<file path="src/rtl/alu16b_sched_if.sv">
// Request, response and shared-ALU signals of the two-port ALU scheduler.
// slave faces the scheduler; master faces requesters and the ALU.
interface alu16b_sched_if;
   logic        req0_valid;
   logic        req1_valid;
   logic        req0_ready;
   logic        req1_ready;
   logic [15:0] req0_a;
   logic [15:0] req0_b;
   logic [15:0] req1_a;
   logic [15:0] req1_b;
   logic [1:0]  req0_op;
   logic [1:0]  req1_op;
   logic [15:0] alu_a;
   logic [15:0] alu_b;
   logic [1:0]  alu_sel;
   logic [15:0] alu_out;
   logic        alu_ov;
   logic        rsp0_valid;
   logic        rsp1_valid;
   logic        rsp0_ready;
   logic        rsp1_ready;
   logic [15:0] rsp_data;
   logic        rsp_ov;
   logic        rsp_err;
   logic        busy;

   modport slave (
      input  req0_valid, req1_valid,
      input  req0_a, req0_b, req1_a, req1_b,
      input  req0_op, req1_op,
      output req0_ready, req1_ready,
      output alu_a, alu_b, alu_sel,
      input  alu_out, alu_ov,
      output rsp0_valid, rsp1_valid,
      input  rsp0_ready, rsp1_ready,
      output rsp_data, rsp_ov, rsp_err,
      output busy
   );

   modport master (
      output req0_valid, req1_valid,
      output req0_a, req0_b, req1_a, req1_b,
      output req0_op, req1_op,
      input  req0_ready, req1_ready,
      input  alu_a, alu_b, alu_sel,
      output alu_out, alu_ov,
      input  rsp0_valid, rsp1_valid,
      output rsp0_ready, rsp1_ready,
      input  rsp_data, rsp_ov, rsp_err,
      input  busy
   );
endinterface

</file>
<file path="src/rtl/alu16b_sched.sv">
// Round-robin scheduler sharing one 16-bit ALU between two requesters.
// Div-by-zero is answered directly without occupying the ALU.
module alu16b_sched #(
   parameter int unsigned EXEC_CYCLES = 1
) (
   input  logic            clk,
   input  logic            rst_n,
   alu16b_sched_if.slave   bus
);

   typedef enum logic [1:0] {
      IDLE,
      EXEC,
      RESP
   } state_t;

   localparam logic [3:0] LAST = 4'(EXEC_CYCLES - 1);

   state_t      state_q;
   state_t      state_d;
   logic [3:0]  cnt_q;
   logic        last_q;
   logic        port_q;
   logic [15:0] alu_a_q;
   logic [15:0] alu_b_q;
   logic [1:0]  alu_sel_q;
   logic [15:0] rsp_data_q;
   logic        rsp_ov_q;
   logic        rsp_err_q;

   logic        grant0;
   logic        grant1;
   logic        accept;
   logic [15:0] a_w;
   logic [15:0] b_w;
   logic [1:0]  op_w;
   logic        div0;
   logic        exec_last;
   logic        rsp_hs;

   // last_q = 0 means port 0 was served last, so port 1 wins a tie
   always_comb begin
      grant1    = bus.req1_valid && (!bus.req0_valid || !last_q);
      grant0    = bus.req0_valid && !grant1;
      accept    = (state_q == IDLE) && (grant0 || grant1);
      a_w       = grant1 ? bus.req1_a  : bus.req0_a;
      b_w       = grant1 ? bus.req1_b  : bus.req0_b;
      op_w      = grant1 ? bus.req1_op : bus.req0_op;
      div0      = (op_w == 2'b11) && (b_w == 16'h0000);
      exec_last = (state_q == EXEC) && (cnt_q == LAST);
      rsp_hs    = (state_q == RESP) &&
                  (port_q ? bus.rsp1_ready : bus.rsp0_ready);
   end

   always_comb begin
      state_d = state_q;
      unique case (state_q)
         IDLE: if (accept) state_d = div0 ? RESP : EXEC;
         EXEC: if (exec_last) state_d = RESP;
         RESP: if (rsp_hs) state_d = IDLE;
         default: state_d = IDLE;
      endcase
   end

   always_ff @(posedge clk or negedge rst_n) begin
      if (!rst_n) state_q <= IDLE;
      else        state_q <= state_d;
   end

   always_ff @(posedge clk or negedge rst_n) begin
      if (!rst_n) begin
         cnt_q      <= 4'd0;
         last_q     <= 1'b1;
         port_q     <= 1'b0;
         alu_a_q    <= 16'h0000;
         alu_b_q    <= 16'h0000;
         alu_sel_q  <= 2'b00;
         rsp_data_q <= 16'h0000;
         rsp_ov_q   <= 1'b0;
         rsp_err_q  <= 1'b0;
      end else begin
         if (accept) begin
            cnt_q     <= 4'd0;
            last_q    <= grant1;
            port_q    <= grant1;
            alu_a_q   <= a_w;
            alu_b_q   <= b_w;
            alu_sel_q <= op_w;
            if (div0) begin
               rsp_data_q <= 16'hFFFF;
               rsp_ov_q   <= 1'b1;
               rsp_err_q  <= 1'b1;
            end
         end
         if (state_q == EXEC && !exec_last)
            cnt_q <= cnt_q + 4'd1;
         if (exec_last) begin
            rsp_data_q <= bus.alu_out;
            rsp_ov_q   <= bus.alu_ov;
            rsp_err_q  <= 1'b0;
         end
      end
   end

   assign bus.req0_ready = (state_q == IDLE) && grant0;
   assign bus.req1_ready = (state_q == IDLE) && grant1;
   assign bus.rsp0_valid = (state_q == RESP) && !port_q;
   assign bus.rsp1_valid = (state_q == RESP) && port_q;
   assign bus.alu_a      = alu_a_q;
   assign bus.alu_b      = alu_b_q;
   assign bus.alu_sel    = alu_sel_q;
   assign bus.rsp_data   = rsp_data_q;
   assign bus.rsp_ov     = rsp_ov_q;
   assign bus.rsp_err    = rsp_err_q;
   assign bus.busy       = (state_q != IDLE);

endmodule

</file>
<file path="src/flat_wrapper.sv">
// flat-port wrapper written by rule: the top's interface ports become plain ports
module alu16b_sched_flat 
#(
   parameter int unsigned EXEC_CYCLES = 1
)
  (clk, rst_n, bus_req0_valid, bus_req1_valid, bus_req0_a, bus_req0_b, bus_req1_a, bus_req1_b, bus_req0_op, bus_req1_op, bus_req0_ready, bus_req1_ready, bus_alu_a, bus_alu_b, bus_alu_sel, bus_alu_out, bus_alu_ov, bus_rsp0_valid, bus_rsp1_valid, bus_rsp0_ready, bus_rsp1_ready, bus_rsp_data, bus_rsp_ov, bus_rsp_err, bus_busy);
  alu16b_sched_if bus_i ();
  input  logic clk;
  input  logic rst_n;
  input wire logic [$bits(bus_i.req0_valid)-1:0] bus_req0_valid;
  input wire logic [$bits(bus_i.req1_valid)-1:0] bus_req1_valid;
  input wire logic [$bits(bus_i.req0_a)-1:0] bus_req0_a;
  input wire logic [$bits(bus_i.req0_b)-1:0] bus_req0_b;
  input wire logic [$bits(bus_i.req1_a)-1:0] bus_req1_a;
  input wire logic [$bits(bus_i.req1_b)-1:0] bus_req1_b;
  input wire logic [$bits(bus_i.req0_op)-1:0] bus_req0_op;
  input wire logic [$bits(bus_i.req1_op)-1:0] bus_req1_op;
  output wire logic [$bits(bus_i.req0_ready)-1:0] bus_req0_ready;
  output wire logic [$bits(bus_i.req1_ready)-1:0] bus_req1_ready;
  output wire logic [$bits(bus_i.alu_a)-1:0] bus_alu_a;
  output wire logic [$bits(bus_i.alu_b)-1:0] bus_alu_b;
  output wire logic [$bits(bus_i.alu_sel)-1:0] bus_alu_sel;
  input wire logic [$bits(bus_i.alu_out)-1:0] bus_alu_out;
  input wire logic [$bits(bus_i.alu_ov)-1:0] bus_alu_ov;
  output wire logic [$bits(bus_i.rsp0_valid)-1:0] bus_rsp0_valid;
  output wire logic [$bits(bus_i.rsp1_valid)-1:0] bus_rsp1_valid;
  input wire logic [$bits(bus_i.rsp0_ready)-1:0] bus_rsp0_ready;
  input wire logic [$bits(bus_i.rsp1_ready)-1:0] bus_rsp1_ready;
  output wire logic [$bits(bus_i.rsp_data)-1:0] bus_rsp_data;
  output wire logic [$bits(bus_i.rsp_ov)-1:0] bus_rsp_ov;
  output wire logic [$bits(bus_i.rsp_err)-1:0] bus_rsp_err;
  output wire logic [$bits(bus_i.busy)-1:0] bus_busy;
  assign bus_i.req0_valid = bus_req0_valid;
  assign bus_i.req1_valid = bus_req1_valid;
  assign bus_i.req0_a = bus_req0_a;
  assign bus_i.req0_b = bus_req0_b;
  assign bus_i.req1_a = bus_req1_a;
  assign bus_i.req1_b = bus_req1_b;
  assign bus_i.req0_op = bus_req0_op;
  assign bus_i.req1_op = bus_req1_op;
  assign bus_req0_ready = bus_i.req0_ready;
  assign bus_req1_ready = bus_i.req1_ready;
  assign bus_alu_a = bus_i.alu_a;
  assign bus_alu_b = bus_i.alu_b;
  assign bus_alu_sel = bus_i.alu_sel;
  assign bus_i.alu_out = bus_alu_out;
  assign bus_i.alu_ov = bus_alu_ov;
  assign bus_rsp0_valid = bus_i.rsp0_valid;
  assign bus_rsp1_valid = bus_i.rsp1_valid;
  assign bus_i.rsp0_ready = bus_rsp0_ready;
  assign bus_i.rsp1_ready = bus_rsp1_ready;
  assign bus_rsp_data = bus_i.rsp_data;
  assign bus_rsp_ov = bus_i.rsp_ov;
  assign bus_rsp_err = bus_i.rsp_err;
  assign bus_busy = bus_i.busy;
  alu16b_sched #(.EXEC_CYCLES(EXEC_CYCLES)) u_core (.clk(clk), .rst_n(rst_n), .bus(bus_i));
endmodule
</file>
<file path="config.mk">
export PLATFORM = sky130hd
export DESIGN_NAME = alu16b_sched_flat
export DESIGN_NICKNAME = d
export VERILOG_FILES = /design/src/rtl/alu16b_sched_if.sv /design/src/rtl/alu16b_sched.sv /design/src/flat_wrapper.sv
export SDC_FILE = /design/constraint.sdc
export NUM_CORES = 1
export LEC_CHECK = 0
export BUFFER_PORTS_ARGS = -buffer_cell sky130_fd_sc_hd__buf_4
export CAP_MARGIN = 20
export CORE_MARGIN = 1
export CORE_UTILIZATION = 45
export DETAILED_ROUTE_END_ITERATION = 8
export HOLD_SLACK_MARGIN = 0.08
export PLACE_DENSITY = 0.79
export SYNTH_ARGS = -nofsm -noshare
export SYNTH_HDL_FRONTEND = slang
export SYNTH_SLANG_ARGS = --single-unit
</file>
<file path="constraint.sdc">
create_clock -name clk -period 1.88 [get_ports clk]
set_clock_uncertainty 0.05 [all_clocks]
set_input_delay 0.094 -clock clk [delete_from_list [all_inputs] [get_ports clk]]
set_output_delay 0.094 -clock clk [all_outputs]
set_load 0.01 [all_outputs]
</file>
==> metrics.yaml, run 1 <==
critical_path:
  cp_top_family: "buffers and inverters"
  criticalPathCategory: "primary input to flop"
  slowest_delay_ns: 0.59
  crit_path_start_kind: "primary input"
  cp_common_cell: "dlygate4sd3_1"
  critPathMaxFanout: 6
  end_kind: "flop"
  path_buf_inv: 4
  critPathRequiredTime_ns: 2.04
  crit_arrival_ns: 2.07
  crit_chain: "dlygate4sd3_1 > buf_4 > a21boi_4 > buf_6 > mux2i_1 > dlygate4sd3_1 > a21oi_1"
  slowest_stage: "dlygate4sd3_1"
timing:
  fmax_ghz: 0.524
  whs_ns: 0.0778
  rsz0062_at_grt: "true"
  post-route-min-period_ns: 1.91
  hold_viol_final: 0
  tightest_slew_ns: 0.748
  finalCritPeriodShare_pct: 101
  slew_violations: 0
  setup_viol_count_final: 1
  slew-limit-headroom_pct: 50.1
  finalWorstSetupSlack_ns: -0.0273
  tns_ns: -0.0273
clock_tree:
  cts_sinks: 60
  cts_tree: "done"
  h-tree-depth: 3
  clock_path_buffers: 2
  cts-root-buf: "clkbuf_8"
  cts_buffers: 9
  clkLatencyLatePin_ns: 0.32
  cts.reportedPaths.clkPinSlew_ns: 0.07
outcome:
  status: "finished, violations left"
  failed_checks: "negative setup slack"
floorplanning:
  die_y_um: 82.1
  start_util_pct: 47.7
  rows: 28
  die_area_um2: 6740
  ios: 148
  core-area_um2: 6060
  die_w_um: 82.1
pwr:
  power_mw: 6.76
  ir_worst_vdd_mv: 0.897
  power_frac_comb_pct: 49.5
  p_sw_share_pct: 37.9
  leakagePower_nw: 2.56
  power.density_nw_per_um2: 1300
  seq_power_share_pct: 34.0
  power_frac_clock_pct: 16.5
  p_sw_mw: 2.56
  p_int_mw: 4.20
layout:
  drive_above_1_share_pct: 37.5
  final_cell_mix: "buf_4 (154), dlygate4sd3_1 (84), dfrtp_1 (59), nor2_1 (40), nand2_1 (39)"
  layout_commonest_cell: "buf_4"
  final_cells: 603
  area_delta_synth_final_pct: 80.6
  fin_nets: 617
  n_antenna_cell: 0
  nFillCells: 297
  final_cell_area_um2: 5220
  final_core_util_pct: 86.1
grt:
  grt.met2_usage_pct: 55.4
  antenna_found_initial: 0
  track_usage_pct: 30.3
  grt_max_degree: 61
  gr-usage-met3_pct: 5.49
  grt_use_met1_pct: 34.0
  busiest_layer: "met2"
  grt_pass1_wl_um: 15000
  grt.overflow.total: 0
  grt_pass1_vias: 3227
synthesis:
  ys_ff_latch: 60
  synth-seq-area-share_pct: 52.0
  synth_compound_area_share_pct: 8.62
  synth.cell_area_um2: 2890
  synthSimpleGateAreaFrac_pct: 22.0
  ys_types: 37
  synth_nets: 378
  synth_top_family_by_area: "simple AND/OR/NAND/NOR gates"
  synth.area.top_cells: "dfrtp_1 (51%), mux2i_1 (12%), a21oi_1 (6.4%)"
  synth_xor_area_share_pct: 0.303
  yosys_warnings: 0
  synth_top_area_cell: "dfrtp_1"
  synth-adder-area-share_pct: 0.866
  synth.top_cell.area_share_pct: 51.1
  synthMuxAreaShare_pct: 12.5
  ys.flop_type: "dfrtp_1"
  synth_edf_count: 0
  synth_cells: 285
  synth.avg_cell_area_um2: 10.1
  ys_async_sr_fraction_pct: 100
detailed_routing:
  drtIter0Drc: 147
  wl_um: 10200
  wire_per_inst_um: 16.9
  drtPass1Iterations: 4
  drc: 0
  via_per_inst: 5.20
  dr_total_vias: 3138
  antenna_left: 0
placement:
  preCtsSetupSlack_ns: -0.119
  dpl.hpwl_um: 5760
  dpl.cell_count: 499
  port_buffers: 147
  placed_area_um2: 4080
  routabilityCongestion: 0.747
hold_path:
  min_path_type: "primary input to flop"
flow_run:
  cap_violations: 0
-- power groups by stage --
stage,combinational [mW],clock [mW],sequential (mW)
5_1_grt,3.64,1.19,2.36
6_report,3.35,1.11,2.30
4_1_cts,3.22,1.13,2.26
3_5_place_dp,3.03,0,2.28
2_1_floorplan,1.36,0,2.48
3_3_place_gp,2.93,0,2.25
-- cells in the mapped netlist (2+ instances only) --
master,n
mux2i_1,35
nand2_1,39
nor3_1,2
nand3_1,9
buf_2,13
or4_4,2
nor3b_2,2
a21o_1,2
nor4_4,2
a31oi_1,2
a21oi_1,37
nor4bb_1,2
dfrtp_1,59
inv_1,5
nor2_1,40
nor4_1,4
nand3_2,9
ha_1,2
-- worst paths after layout --
| path | depth (start not counted) | from | slack [ns] | endpoint |
|---|---|---|---|---|
| setup / recovery | 7 | bus_req0_valid | -0.03 | u_core.bus.alu_a[13] |
| hold / removal | 3 | bus_req1_a[14] | 0.08 | u_core.bus.alu_a[14] |
| setup reg to reg | 5 | u_core.last_q | 0.05 | u_core.bus.alu_a[13] |
| hold reg to reg | 2 | u_core.bus.rsp_data[1] | 0.45 | u_core.bus.rsp_data[1] |
| max in group asynchronous | 2 | rst_n | 0.93 | u_core.port_q |
| min in group asynchronous | 2 | rst_n | 0.33 | u_core.bus.alu_a[1] |
-- layer usage --
layer | up-vias | part of all wire (%)
li1 | 1464 | -
met1 | 1494 | 37
met2 | 151 | 52
met3 | 29 | 7.1
met4 | 0 | 3.1
met5 | - | 0
-- sequential cells by signal (all words and copies together) (netlist names) --
signal / cells
u_core.state_q: 2
u_core.last_q: 1
u_core.bus.rsp_data: 16
u_core.bus.alu_sel: 2
u_core.bus.rsp_ov: 1
u_core.bus.alu_b: 16
u_core.bus.alu_a: 16
u_core.cnt_q: 4
u_core.port_q: 1
u_core.bus.rsp_err: 1
-- layout make-up --
class / instances / area (um2) / area share, %
clock buffer: 10 / 138 / 2.64
timing repair buffer: 244 / 2080 / 39.8
multi-input combinational: 204 / 1340 / 25.6
tap: 75 / 93.8 / 1.80
inverter: 5 / 18.8 / 0.360
clock inverter: 5 / 52.6 / 1.01
sequential: 60 / 1500 / 28.8
-- what timing repair did --
action | CTS | global route
pin swaps | 0 | 0
hold buffers | 87 | 0
buffers inserted | 0 | 2
setup endpoints to repair | 13 | 23
endpoints found under the hold margin | 112 | 0
resized for setup | 1 | 11
-- worst register-to-register path, cell delays in order (launching register included) --
cell and delay (ns):
dfstp_2 0.39, a21boi_4 0.23, buf_6 0.18, mux2i_1 0.22
dlygate4sd3_1 0.59, a21oi_1 0.07
-- kinds of logic (layout without fill, tap and decap cells) --
group / count (synthesis) / in the layout
fa+ha+maj: 2 / 2
buf+inv: 21 / 264
simple gates: 119 / 119
xor+xnor: 1 / 1
mux: 36 / 36
compound gates: 46 / 46
flops: 60 / 60
Power figures use the tool's default switching activity.
==> inputs of run 2 (changes only) <==
--- a/config.mk
+++ b/config.mk
@@ -5,13 +5,14 @@
 export SDC_FILE = /design/constraint.sdc
 export NUM_CORES = 1
 export LEC_CHECK = 0
+export ABC_AREA = 1
 export BUFFER_PORTS_ARGS = -buffer_cell sky130_fd_sc_hd__buf_4
 export CAP_MARGIN = 20
 export CORE_MARGIN = 1
-export CORE_UTILIZATION = 45
+export CORE_UTILIZATION = 46
 export DETAILED_ROUTE_END_ITERATION = 8
 export HOLD_SLACK_MARGIN = 0.08
-export PLACE_DENSITY = 0.79
+export PLACE_DENSITY = 0.8
 export SYNTH_ARGS = -nofsm -noshare
 export SYNTH_HDL_FRONTEND = slang
 export SYNTH_SLANG_ARGS = --single-unit
==> run 2 against run 1 <==
Against the previous run: the flow still finishes with violations (negative setup slack); clock power up 35%; sequential power up 6%; cell count up 19%; fmax down 14%; largest power group unchanged; highest routed layer unchanged.
==> metrics.yaml, run 2 <==
outcome:
  status: "finished, violations left"
  failed_checks: "negative setup slack"
detailed_routing:
  drc: 0
  dr_total_vias: 4664
  wire_per_inst_um: 25.1
  wl_um: 17900
  antenna_left: 0
  met2_length_um: 8110
  wl_met3_um: 2320
  drtPass1Iterations: 6
  via_per_inst: 6.51
  routed.top_layer: "met4"
  wl_met1_um: 5440
  drtIter0Drc: 821
synthesis:
  synth-seq-area-share_pct: 50.8
  synth_nets: 467
  synth.avg_cell_area_um2: 7.91
  synth_common_cells: "nand2_1 (125), dfrtp_1 (59), nor2_1 (53)"
  synth_most_common_cell: "nand2_1"
  synth_cells: 374
  synth.area.top_cells: "dfrtp_1 (50%), nand2_1 (16%), a31oi_1 (6.8%)"
  synth_top_area_cell: "dfrtp_1"
  yosys_warnings: 0
  synth.cell_area_um2: 2960
  ys.flop_type: "dfrtp_1"
  ys_async_sr_fraction_pct: 100
  synth_edf_count: 0
  ys_types: 27
  ys_ff_latch: 60
  synth.top_cell.area_share_pct: 49.9
timing:
  setup_viol_count_final: 25
  post-route-min-period_ns: 2.21
  finalCritPeriodShare_pct: 118
  tightest_slew_ns: 0.789
  hold_viol_final: 0
  whs_ns: 0.0871
  finalWorstSetupSlack_ns: -0.334
  slew_violations: 0
  rsz0062_at_grt: "true"
  fmax_ghz: 0.452
  slew-limit-headroom_pct: 47.4
layout:
  multi_input_area_um2: 1580
  fin_nets: 729
  area_delta_synth_final_pct: 95.1
  final_cell_mix: "buf_4 (187), nand2_1 (82), dlygate4sd3_1 (71), dfrtp_1 (59), nor2_1 (43)"
  final_cells: 716
  drive_above_1_share_pct: 47.4
  final_core_util_pct: 95.3
  nFillCells: 157
  seqCellArea_um2: 1500
  layout_commonest_cell: "buf_4"
  n_antenna_cell: 0
critical_path:
  critPathRequiredTime_ns: 2.07
  crit_path_start: "u_core.cnt_q[1]"
  critPathMaxFanout: 6
  crit_path_start_kind: "flop"
  reg2reg_depth: 9
  r2r-start: "u_core.cnt_q[1]"
  rr_endpoint: "u_core.bus.rsp_data[2]"
  crit_end: "u_core.bus.rsp_data[2]"
  crit_arrival_ns: 2.41
  criticalPathCategory: "flop to flop"
  r2r_setup_slack_ns: -0.33
  end_kind: "flop"
clock_tree:
  cts_buffers: 9
  clkLatencyLatePin_ns: 0.36
  cts_sinks: 60
  cts-root-buf: "clkbuf_8"
  clock_path_buffers: 2
  h-tree-depth: 3
  cts.reportedPaths.clkPinSlew_ns: 0.08
  cts_tree: "done"
floorplanning:
  core-area_um2: 6060
  rows: 28
  die_w_um: 82.2
  ios: 148
  die_y_um: 82.2
  die_area_um2: 6760
  start_util_pct: 48.8
placement:
  port_buffers: 147
  routabilityCongestion: 0.851
  dpl.cell_count: 606
  dpl.hpwl_um: 6330
hold_path:
  min_path_type: "primary input to flop"
  hold_path_depth: 4
pwr:
  power.density_nw_per_um2: 1530
  leakagePower_nw: 2.83
  ir_worst_vdd_mv: 1.08
grt:
  grt.overflow.total: 0
  grt_max_degree: 61
  grt_pass1_wl_um: 20300
  track_usage_pct: 41.5
  grt_pass1_vias: 4253
  antenna_found_initial: 1
flow_run:
  cap_violations: 0
==> run 2: cell count changes in the layout (fill, tap and decap cells not counted), sizes merged, moves of 5 or more <==
cell         change
nand2           +88
buf             +39
mux2i           -35
a21oi           -34
a31oi           +30
or2             +17
nor2            +14
dlygate4sd3     -13
nand3           +11
inv             +10
nor4             -6
clkinvlp         +5
o21ai            +5
==> run 2: metrics by stage <==
| step | setup slack, ns | setup TNS, ns | total power, mW | cell area (um2) |
|---|---|---|---|---|
| 4_1_cts | -0.0358 | -0.415 | 7.54 | 5500 |
| 6_report | -0.334 | -6.05 | 8.85 | 5770 |
| 3_5_place_dp | -0.121 | -1.72 | 5.67 | 4280 |
| 2_1_floorplan | 0.0253 | 0 | 4.02 | 2960 |
| 5_1_grt | -0.479 | -9.53 | 9.19 | 5770 |
| 3_3_place_gp | -0.0532 | -0.674 | 5.55 | 4280 |
==> run 2: power breakdown <==
part / total, mW / internal, mW / switching, mW
registers: 2.43 / 1.93 / 0.502
clock network: 1.50 / 0.881 / 0.623
logic: 4.92 / 2.07 / 2.85
==> run 2: cells by family (layout without fill, tap and decap cells) <==
logic type | count (synthesis) | count (layout) | synth area share (%)
fa+ha+maj | 2 | 2 | 0.846
buf+inv | 35 | 302 | 5.79
xor+xnor | 1 | 1 | 0.296
flops | 60 | 60 | 50.8
compound gates | 44 | 44 | 9.18
simple gates | 232 | 232 | 33.1
==> run 2: cell type report <==
cell class                      count  share of cell area [%]
Clock buffer                       10                    2.21
Clock inverter                      6                    1.95
Inverter                           15                    1.17
Multi-Input combinational cell    279                    27.3
Sequential cell                    60                    26.0
Tap cell                           75                    1.63
Timing Repair Buffer              268                    39.3
Timing Repair inverter              3                   0.412
==> run 2: timing repair <==
action	CTS	global route
endpoints found under the hold margin	107	0
cloned	6	1
setup buffers	12	5
hold buffers	71	0
gates resized for setup	37	65
pin swaps	15	21
setup endpoints to repair	18	38
==> run 2: critical path: stages, from the launching register on <==
cell	delay [ns]
dfrtp_1	0.46
inv_1	0.10
ha_1	0.16
nand2_1	0.14
nor2_4	0.29
clkinvlp_4	0.20
buf_4	0.21
or2_2	0.32
nand2_4	0.09
nand2_1	0.06
==> run 2: worst min-delay path by stage <==
stage	start	end	slack (ns)
finish	bus_req1_b[8]	u_core.bus.alu_b[8]	0.09
floorplan	rst_n	u_core.bus.alu_a[0]	-0.25
global route	bus_req1_b[10]	u_core.bus.alu_b[10]	0.09
detailed placement	rst_n	u_core.bus.alu_a[15]	0.17
CTS	bus_req1_b[0]	u_core.bus.alu_b[0]	0.08
global placement	rst_n	u_core.bus.alu_a[15]	0.17
==> run 2: per-layer routing <==
| metal | track usage (%) | vias up |
|---|---|---|
| li1 | - | 1735 |
| met1 | 41.9 | 2094 |
| met2 | 70.2 | 590 |
| met3 | 11.4 | 245 |
| met4 | 36.0 | 0 |
| met5 | 0 | - |
